File: config.mk
export PLATFORM = sky130hd
export DESIGN_NAME = rs_decoder
export DESIGN_NICKNAME = d
export VERILOG_FILES = /design/src/rtl/rs_decoder.sv
export SDC_FILE = /design/constraint.sdc
export NUM_CORES = 1
export LEC_CHECK = 0
export CORE_ASPECT_RATIO = 0.7
export CORE_UTILIZATION = 45
export CTS_BUF_LIST = sky130_fd_sc_hd__clkbuf_16
export DETAILED_ROUTE_END_ITERATION = 6
export DONT_BUFFER_PORTS = 1
export GPL_TIMING_DRIVEN = 1
export HOLD_SLACK_MARGIN = 0.05
export SETUP_SLACK_MARGIN = 0.15
export SLEW_MARGIN = 40
export SYNTH_ARGS = -nofsm -noshare
export SYNTH_HDL_FRONTEND = slang
export SYNTH_SLANG_ARGS = --single-unit
File: constraint.sdc
create_clock -name clk -period 0.8 [get_ports clk]
set_input_delay 0.12 -clock clk [delete_from_list [all_inputs] [get_ports clk]]
set_output_delay 0.12 -clock clk [all_outputs]
set_load 0.01 [all_outputs]
File: src/rtl/rs_decoder.sv
// rtl/rs_decoder.sv - RS(7,5) single-symbol-correcting decoder over GF(8), one word per clock
//
// Purpose: computes the two syndromes of a received 21-bit codeword, locates
// and fixes a single symbol error, and registers the result with status flags.
// The whole syndrome/locate/correct path is combinational ahead of a single
// output register, so a new codeword is accepted on every clock.
//
// Ports:
//   clk              rising-edge clock
//   reset            asynchronous active-low reset; clears all outputs
//   codeword         received word, symbol j = bits [3j+2:3j] = coeff of x^j
//   corrected        registered corrected word (message [20:6], parity [5:0])
//   error_corrected  registered, a single-symbol error was fixed
//   uncorrectable    registered, a non-correctable pattern was seen

module rs_decoder #(
    parameter int N            = 7,
    parameter int K            = 5,
    parameter int SYMBOL_WIDTH = 3
) (
    input  logic                        clk,
    input  logic                        reset,
    input  logic [N*SYMBOL_WIDTH-1:0]   codeword,
    output logic [N*SYMBOL_WIDTH-1:0]   corrected,
    output logic                        error_corrected,
    output logic                        uncorrectable
);

    localparam int W    = N * SYMBOL_WIDTH;
    localparam int NSYN = N - K;

    // Antilog table: alpha^k for k in 0..6, field polynomial x^3 + x + 1.
    function automatic logic [2:0] gf_exp(input logic [2:0] k);
        case (k)
            3'd0:    gf_exp = 3'd1;
            3'd1:    gf_exp = 3'd2;
            3'd2:    gf_exp = 3'd4;
            3'd3:    gf_exp = 3'd3;
            3'd4:    gf_exp = 3'd6;
            3'd5:    gf_exp = 3'd7;
            3'd6:    gf_exp = 3'd5;
            default: gf_exp = 3'd1;
        endcase
    endfunction

    // Log table; the value for 0 is a don't-care because callers guard zero.
    function automatic logic [2:0] gf_log(input logic [2:0] a);
        case (a)
            3'd1:    gf_log = 3'd0;
            3'd2:    gf_log = 3'd1;
            3'd4:    gf_log = 3'd2;
            3'd3:    gf_log = 3'd3;
            3'd6:    gf_log = 3'd4;
            3'd7:    gf_log = 3'd5;
            3'd5:    gf_log = 3'd6;
            default: gf_log = 3'd0;
        endcase
    endfunction

    // Exponent sum never exceeds 12, so one conditional subtract reduces mod 7.
    function automatic logic [2:0] gf_mul(input logic [2:0] a, input logic [2:0] b);
        logic [3:0] s;
        s = 4'(gf_log(a)) + 4'(gf_log(b));
        if (s >= 4'd7) s = s - 4'd7;
        if (a == 3'd0 || b == 3'd0) gf_mul = 3'd0;
        else                        gf_mul = gf_exp(s[2:0]);
    endfunction

    // Inverse of a nonzero element: alpha^(7 - log a) mod 7.
    function automatic logic [2:0] gf_inv(input logic [2:0] a);
        logic [2:0] l;
        l = gf_log(a);
        if (l == 3'd0) gf_inv = 3'd1;
        else           gf_inv = gf_exp(3'd7 - l);
    endfunction

    logic [2:0] sym [N];
    logic [2:0] syn [NSYN];
    logic [2:0] s1, s2;
    logic [2:0] loc;
    logic [2:0] mag;
    logic [W-1:0] fixed_word;
    logic [W-1:0] next_word;
    logic         next_corr;
    logic         next_unc;

    always_comb begin
        for (int j = 0; j < N; j++) begin
            sym[j] = codeword[SYMBOL_WIDTH*j +: SYMBOL_WIDTH];
        end
    end

    // Syndrome i (i = 0,1) evaluates the received polynomial at alpha^(i+1).
    always_comb begin
        for (int i = 0; i < NSYN; i++) begin
            syn[i] = 3'd0;
            for (int j = 0; j < N; j++) begin
                syn[i] = syn[i] ^ gf_mul(sym[j], gf_exp(3'(((i + 1) * j) % 7)));
            end
        end
    end

    assign s1 = syn[0];
    assign s2 = syn[1];

    // Single error of value e at position l gives S1 = e*a^l, S2 = e*a^2l,
    // so S2/S1 = a^l and S1^2/S2 = e.
    assign loc = gf_log(gf_mul(s2, gf_inv(s1)));
    assign mag = gf_mul(gf_mul(s1, s1), gf_inv(s2));

    always_comb begin
        fixed_word = codeword;
        for (int j = 0; j < N; j++) begin
            if (loc == 3'(j)) begin
                fixed_word[SYMBOL_WIDTH*j +: SYMBOL_WIDTH] = sym[j] ^ mag;
            end
        end
    end

    always_comb begin
        next_word = codeword;
        next_corr = 1'b0;
        next_unc  = 1'b0;
        if (s1 != 3'd0 && s2 != 3'd0) begin
            next_word = fixed_word;
            next_corr = 1'b1;
        end else if ((s1 == 3'd0) != (s2 == 3'd0)) begin
            next_unc  = 1'b1;
        end
    end

    always_ff @(posedge clk or negedge reset) begin
        if (!reset) begin
            corrected       <= '0;
            error_corrected <= 1'b0;
            uncorrectable   <= 1'b0;
        end else begin
            corrected       <= next_word;
            error_corrected <= next_corr;
            uncorrectable   <= next_unc;
        end
    end

endmodule

==> results of run 1 <==
flip-flops by register name (all words and copies together) (netlist names):
| signal | cells |
|---|---|
| corrected | 21 |
| error_corrected | 1 |
| uncorrectable | 1 |
critical path: stages:
cell,delay [ns]
clkinvlp_4,0.11
ha_4,0.20
o41ai_4,0.30
and2_4,0.22
buf_6,0.11
ha_4,0.14
inv_4,0.05
o31a_1,0.24
o2111ai_2,0.22
a32oi_2,0.08
a41oi_2,0.17
xnor3_2,0.32
a21oi_2,0.17
ha_2,0.20
inv_2,0.04
fa_1,0.58
inv_2,0.07
ha_4,0.17
inv_4,0.06
nand2_1,0.06
a21bo_4,0.25
buf_4,0.14
a2bb2oi_1,0.09
o21ai_2,0.16
buf_6,0.16
o311ai_1,0.12
a31oi_1,0.23
xnor2_1,0.16
final cells by class:
| cell class | count | area, sq um |
|---|---|---|
| Clock inverter | 1 | 5.00 |
| Timing Repair Buffer | 174 | 1330 |
| Sequential cell | 23 | 576 |
| Clock buffer | 3 | 75.1 |
| Inverter | 53 | 218 |
| Tap cell | 124 | 155 |
| Fill cell | 686 | 2640 |
| Multi-Input combinational cell | 447 | 4140 |
layer usage:
layer  vias up  GRT usage [%]  share of wire [%]
met5         -              0                  0
met4         0           2.33                1.5
met3        25           6.49                8.2
met2       196           44.0                 44
met1      2231           40.7                 46
li1       2292              -                  -
logic make-up after synthesis:
family,Yosys count,share of synthesized area (%)
xor+xnor,70,16.2
compound gates,174,29.2
flops,23,13.5
buf+inv,82,7.66
simple gates,143,16.0
fa+ha+maj,50,15.0
mux,10,2.49
path summary, 6_finish.rpt:
kind                       depth (start not counted)  slack (ns)          from               to
max                                               28       -3.96  codeword[15]     corrected[5]
min in group clk                                   1       -0.07  codeword[12]    corrected[12]
max in group asynchronous                          0        1.18         reset  error_corrected
min                                                0       -0.46         reset     corrected[5]
cells in the final DEF, fill, tap and decap left out, types with 10 or more instances in the layout:
cell,instances
ha_4,14
xnor2_1,48
nor2_1,33
o21ai_0,22
ha_1,26
a21oi_1,20
dfrtp_1,23
inv_1,33
a31oi_1,17
nand2_1,32
a21oi_2,10
nand2b_1,13
buf_4,167
inv_2,14
what timing repair did:
action | in CTS | in global routing
pin swaps | 50 | 44
buffers inserted | 24 | 7
resized for setup | 95 | 61
endpoints found under the hold margin | 25 | 25
cloned | 1 | 0
setup endpoints to repair | 46 | 46
through the flow:
step / std cells / setup WS (ns) / utilization (%) / hold slack [ns] / TNS (ns)
floorplan: 552 / -4.36 / - / -0.176 / -95.55
finish: 825 / -3.96 / 71.1 / -0.457 / -86.50
global route: 825 / -4.17 / 71.1 / -0.467 / -91.65
detailed placement: 789 / -4.46 / 59.7 / -0.175 / -97.54
CTS: 818 / -3.92 / 67.5 / -0.457 / -84.83
global placement: 789 / -4.40 / 59.7 / -0.175 / -96.11
==> metrics.txt, run 1 <==
Fin. Hold Viols=25; Vias/cell=5.75; TritonRoute pass-1 iters=7; measured slew at the worst slew-check pin=approximately 0.6 ns; CTS Buf Count=3; syn avg cell area=about 7.7 sq um; EDFF count, synth=0; Worst Setup Path Type=input port to flop; placed inst area=between 5000 and 6000 sq um; max-cap violations=0; mapped cell area=roughly 4300 sq um; Area Growth Syn to Fin=52.4%; sequential area share after synthesis=between 10% and 20%; Crit. End Element=flop; starting DRC count in detailed routing=285; class of the worst hold path=input port to asynchronous set/reset pin; worst-path fanout max=11; Row Count=29; PortBufs=0; # clock sinks=23; root buffer cell=clkbuf_16; aggregate global routing overflow=0; Remaining DRCs=0; Total GRT Usage=about 28%; Die ar.=roughly 9900 sq um; most common cell in the synthesized netlist=xnor2_1; Mapped Cells=552; ys flop type=dfrtp_1; status=finished with violations; YS warnings=0; hold_ws=-0.457 ns; core outline area=about 9000 sq um; fraction of layout cells with a size suffix above 1=a little under half; Setup Viol. Count Final=33; top cell type's share of synthesized area=14.1%; unrepaired setup endpoints after global routing=yes; synth top area cells=ha_1 14%, dfrtp_1 13%, xnor2_1 12%; drt total wl=around 14000 microns; Via Count=~4700; fmax=210 MHz; vias in the first global route=roughly 4500; Worst EP required=0.99 ns; ant diodes=0; final worst setup slack=-3.96 ns; CTS tree=yes; top cell type by total area after synthesis=ha_1; Yosys reg bits=23; Post-synth ARST share=100%; top post-synthesis cells by count=57 x xnor2_1, 51 x inv_1, 48 x ha_1; DP HPWL=10300 microns; fin. max-slew vios=0; failing checks=hold timing, setup timing; WL/cell=about 17 microns; arrival time at the worst endpoint=just under 5 ns; first-pass GRT wire length=about 22000 microns; Chip Width=118 microns; die height=~83 microns; antenna viol nets, final=0; startpoint types=input port; Ports=46; largest net degree at the start of global routing=24; final standard cell area without fillers=between 6000 and 7000 sq um; initial core utilization=46.6%; initial antenna violation count=0; Syn Nets=between 600 and 700; clock slew at reported path FFs=0.06 ns; Max Root-Sink Buffers=2; Slew HR=59.8%; Net count, final=775; final period utilization=596%; global placement routability congestion=between 0.8 and 0.9; minimum clock period=between 4 and 5 ns; Netlist cell types=65; H-tree levels=1
Power of run 1 is left out: the tool's default activity adds up to more than one toggle a clock period on the data nets, which glitch-free logic cannot reach.
==> inputs of run 2 (changes only) <==
--- a/config.mk
+++ b/config.mk
@@ -6,12 +6,13 @@
 export NUM_CORES = 1
 export LEC_CHECK = 0
 export CORE_ASPECT_RATIO = 0.7
-export CORE_UTILIZATION = 45
+export CORE_UTILIZATION = 61
 export CTS_BUF_LIST = sky130_fd_sc_hd__clkbuf_16
 export DETAILED_ROUTE_END_ITERATION = 6
 export DONT_BUFFER_PORTS = 1
 export GPL_TIMING_DRIVEN = 1
 export HOLD_SLACK_MARGIN = 0.05
+export PLACE_DENSITY = 0.77
 export SETUP_SLACK_MARGIN = 0.15
 export SLEW_MARGIN = 40
 export SYNTH_ARGS = -nofsm -noshare
==> metrics.txt, run 2 <==
Post-synth ARST share=100%; Syn Nets=625; tool error=[ERROR DPL-0038] Utilization greater than 100%, impossible to legalize; DP HPWL=approximately 10000 microns; # clock sinks=23; CTS Buf Count=3; top post-synthesis cells by count=57 x xnor2_1, 51 x inv_1, 48 x ha_1; Ports=46; top cell type by total area after synthesis=ha_1; sequential area share after synthesis=around 13%; most common cell in the synthesized netlist=xnor2_1; Yosys reg bits=23; Netlist cell types=65; Failed at=global routing (5_1_grt); grt repair worst endpoint=corrected[0]$_DFF_PN0_/D; Chip Width=102 microns; YS warnings=0; Max Root-Sink Buffers=2; status=stopped before the end; top cell type's share of synthesized area=14.1%; global placement routability congestion=0.965; PortBufs=0; syn avg cell area=7.73 sq um; ys flop type=dfrtp_1; placed cell count=748; worst endpoint pin kind=register data pin; largest net degree at the start of global routing=24; die height=between 70 and 80 microns; synth top area cells=ha_1 14%, dfrtp_1 13%, xnor2_1 12%; root buffer cell=clkbuf_16; EDFF count, synth=0; initial core utilization=a little over three fifths; Mapped Cells=~550; H-tree levels=1; mapped cell area=between 4000 and 5000 sq um; placed inst area=approximately 5300 sq um; Row Count=25
==> run 2: timing repair <==
item | CTS
resized for setup | 101
cloned | 1
setup endpoints to repair | 46
setup buffers | 25
pin swaps | 59
hold endpoints to repair | 25
==> run 2: cell families after synthesis <==
logic type,Yosys count,share of synthesized area [%]
XOR/XNOR,70,16.2
flip-flops,23,13.5
adder cells (fa/ha/maj),50,15.0
AND/OR/NAND/NOR,143,16.0
AO/OA/AOI/OAI,174,29.2
multiplexers,10,2.49
buffers and inverters,82,7.66
==> run 2: metrics by stage <==
step	TNS [ns]	setup WS, ns
after global placement	-95.70	-4.38
after floorplan	-95.55	-4.36
after CTS	-86.99	-4.02
after detailed placement	-99.60	-4.62
==> inputs of run 3 (changes only) <==
==> config.mk (replaced) <==
export PLATFORM = sky130hd
export DESIGN_NAME = rs_decoder
export DESIGN_NICKNAME = d
export VERILOG_FILES = /design/src/rtl/rs_decoder.sv
export SDC_FILE = /design/constraint.sdc
export NUM_CORES = 1
export LEC_CHECK = 0
export CORE_UTILIZATION = 40
export DETAILED_ROUTE_END_ITERATION = 6
export DONT_BUFFER_PORTS = 1
export GPL_TIMING_DRIVEN = 1
export PLACE_DENSITY_LB_ADDON = 0.15
export SLEW_MARGIN = 40
export SYNTH_ARGS = -nofsm -noshare
export SYNTH_HDL_FRONTEND = slang
export SYNTH_SLANG_ARGS = --single-unit
==> metrics.txt, run 3 (synthesis gave the netlist of run 1 again) <==
status=finished with violations; failing checks=hold timing, setup timing; Worst EP required=roughly 0.97 ns; die height=about 110 microns; Ports=between 40 and 50; DP HPWL=9770 microns; class of the worst hold path=input port to asynchronous set/reset pin; Die ar.=between 10000 and 15000 sq um; CTS Buf Count=3; delay-heaviest family, CP=compound AO/OA/AOI/OAI gates; most common cell after layout, fill and taps aside=buf_4; Buf/Inv on CP=8; Biggest register=corrected; fmax=about 200 MHz; Row Count=37; Slew HR=approximately 64%; clock slew at reported path FFs=roughly 0.09 ns; initial core utilization=a little over 40%; Area Growth Syn to Fin=52.8%; Vias/cell=between 5 and 6; ant diodes=0; CTS hold repair buffers=3; arrival time at the worst endpoint=slightly above 5 ns; Worst Setup Path Type=input port to flop; Setup Viol. Count Final=42; PortBufs=0; final cell count without fillers=827; Slowest-stage cell, CP=fa_1; top flop regs=corrected x21, error_corrected x1, uncorrectable x1; hold_ws=-0.183 ns; max-cap violations=0; Crit. End Element=flop; TritonRoute pass-1 iters=4; Net count, final=roughly 770; Total GRT Usage=between 20% and 30%; minimum clock period=4.89 ns; final worst setup slack=-4.09 ns; Fin. Hold Viols=23; placed cell count=789; # clock sinks=23; root buffer cell=clkbuf_8; Critical Path Max Stage Delay=between 0.5 and 0.6 ns; Via Count=approximately 4600; CTS tree=yes; drt total wl=around 14000 microns; fin. max-slew vios=0; vias in the first global route=4504; first-pass GRT wire length=between 20000 and 25000 microns; unrepaired setup endpoints after global routing=yes; most frequent cells in the layout=149 x buf_4, 45 x xnor2_1, 36 x inv_1; final period utilization=611%; Max Root-Sink Buffers=2; Largest register FFs=21; WL/cell=~16 microns; worst-path fanout max=11; fraction of layout cells with a size suffix above 1=~45%; post-layout util=a little over three fifths; startpoint types=input port; aggregate global routing overflow=0; initial antenna violation count=0; starting DRC count in detailed routing=210; H-tree levels=1; Place WS=-4.53 ns; Chip Width=about 110 microns; core outline area=around 10000 sq um; global placement routability congestion=~0.87; Remaining DRCs=0; measured slew at the worst slew-check pin=roughly 0.55 ns; largest net degree at the start of global routing=24; antenna viol nets, final=0
run 3: layout make-up:
cell class / instances / area, sq um
Multi-Input combinational cell: 447 / 4240
Clock buffer: 3 / 41.3
Inverter: 53 / 210
Sequential cell: 23 / 576
Clock inverter: 1 / 5.00
Timing Repair Buffer: 164 / 1280
Fill cell: 823 / 3810
Tap cell: 136 / 170
run 3: layer usage:
metal	global-route usage [%]	share of wire (%)	vias up
met5	0	0	-
met4	6.84	2.3	0
met3	4.08	4.3	32
met2	42.7	52	96
met1	28.4	42	2202
li1	-	-	2260
run 3: worst max-delay path by stage:
stage / start / endpoint / slack [ns] / depth (start not counted)
3_5_place_dp: codeword[13] / corrected[13] / -4.53 / 29
5_1_grt: codeword[15] / corrected[17] / -4.28 / 31
3_3_place_gp: codeword[13] / corrected[16] / -4.48 / 29
4_1_cts: codeword[15] / corrected[15] / -3.94 / 28
2_1_floorplan: codeword[15] / corrected[9] / -4.36 / 30
6_report: codeword[15] / corrected[17] / -4.09 / 31
run 3: timing repair:
action | CTS | global route
gates resized for setup | 91 | 73
hold endpoints to repair | 25 | 23
pin swaps | 59 | 43
setup endpoints to repair | 46 | 46
buffers inserted | 18 | 15
cloned | 0 | 0
run 3: per-stage QoR:
stage / TNS [ns] / instance area [sq um]
after floorplan: -95.55 / 4420
after global placement: -97.77 / 5390
after global routing: -93.40 / 6520
after CTS: -95.43 / 6040
after detailed placement: -99.27 / 5390
final: -88.24 / 6520
Power of run 3 is left out for the same reason.
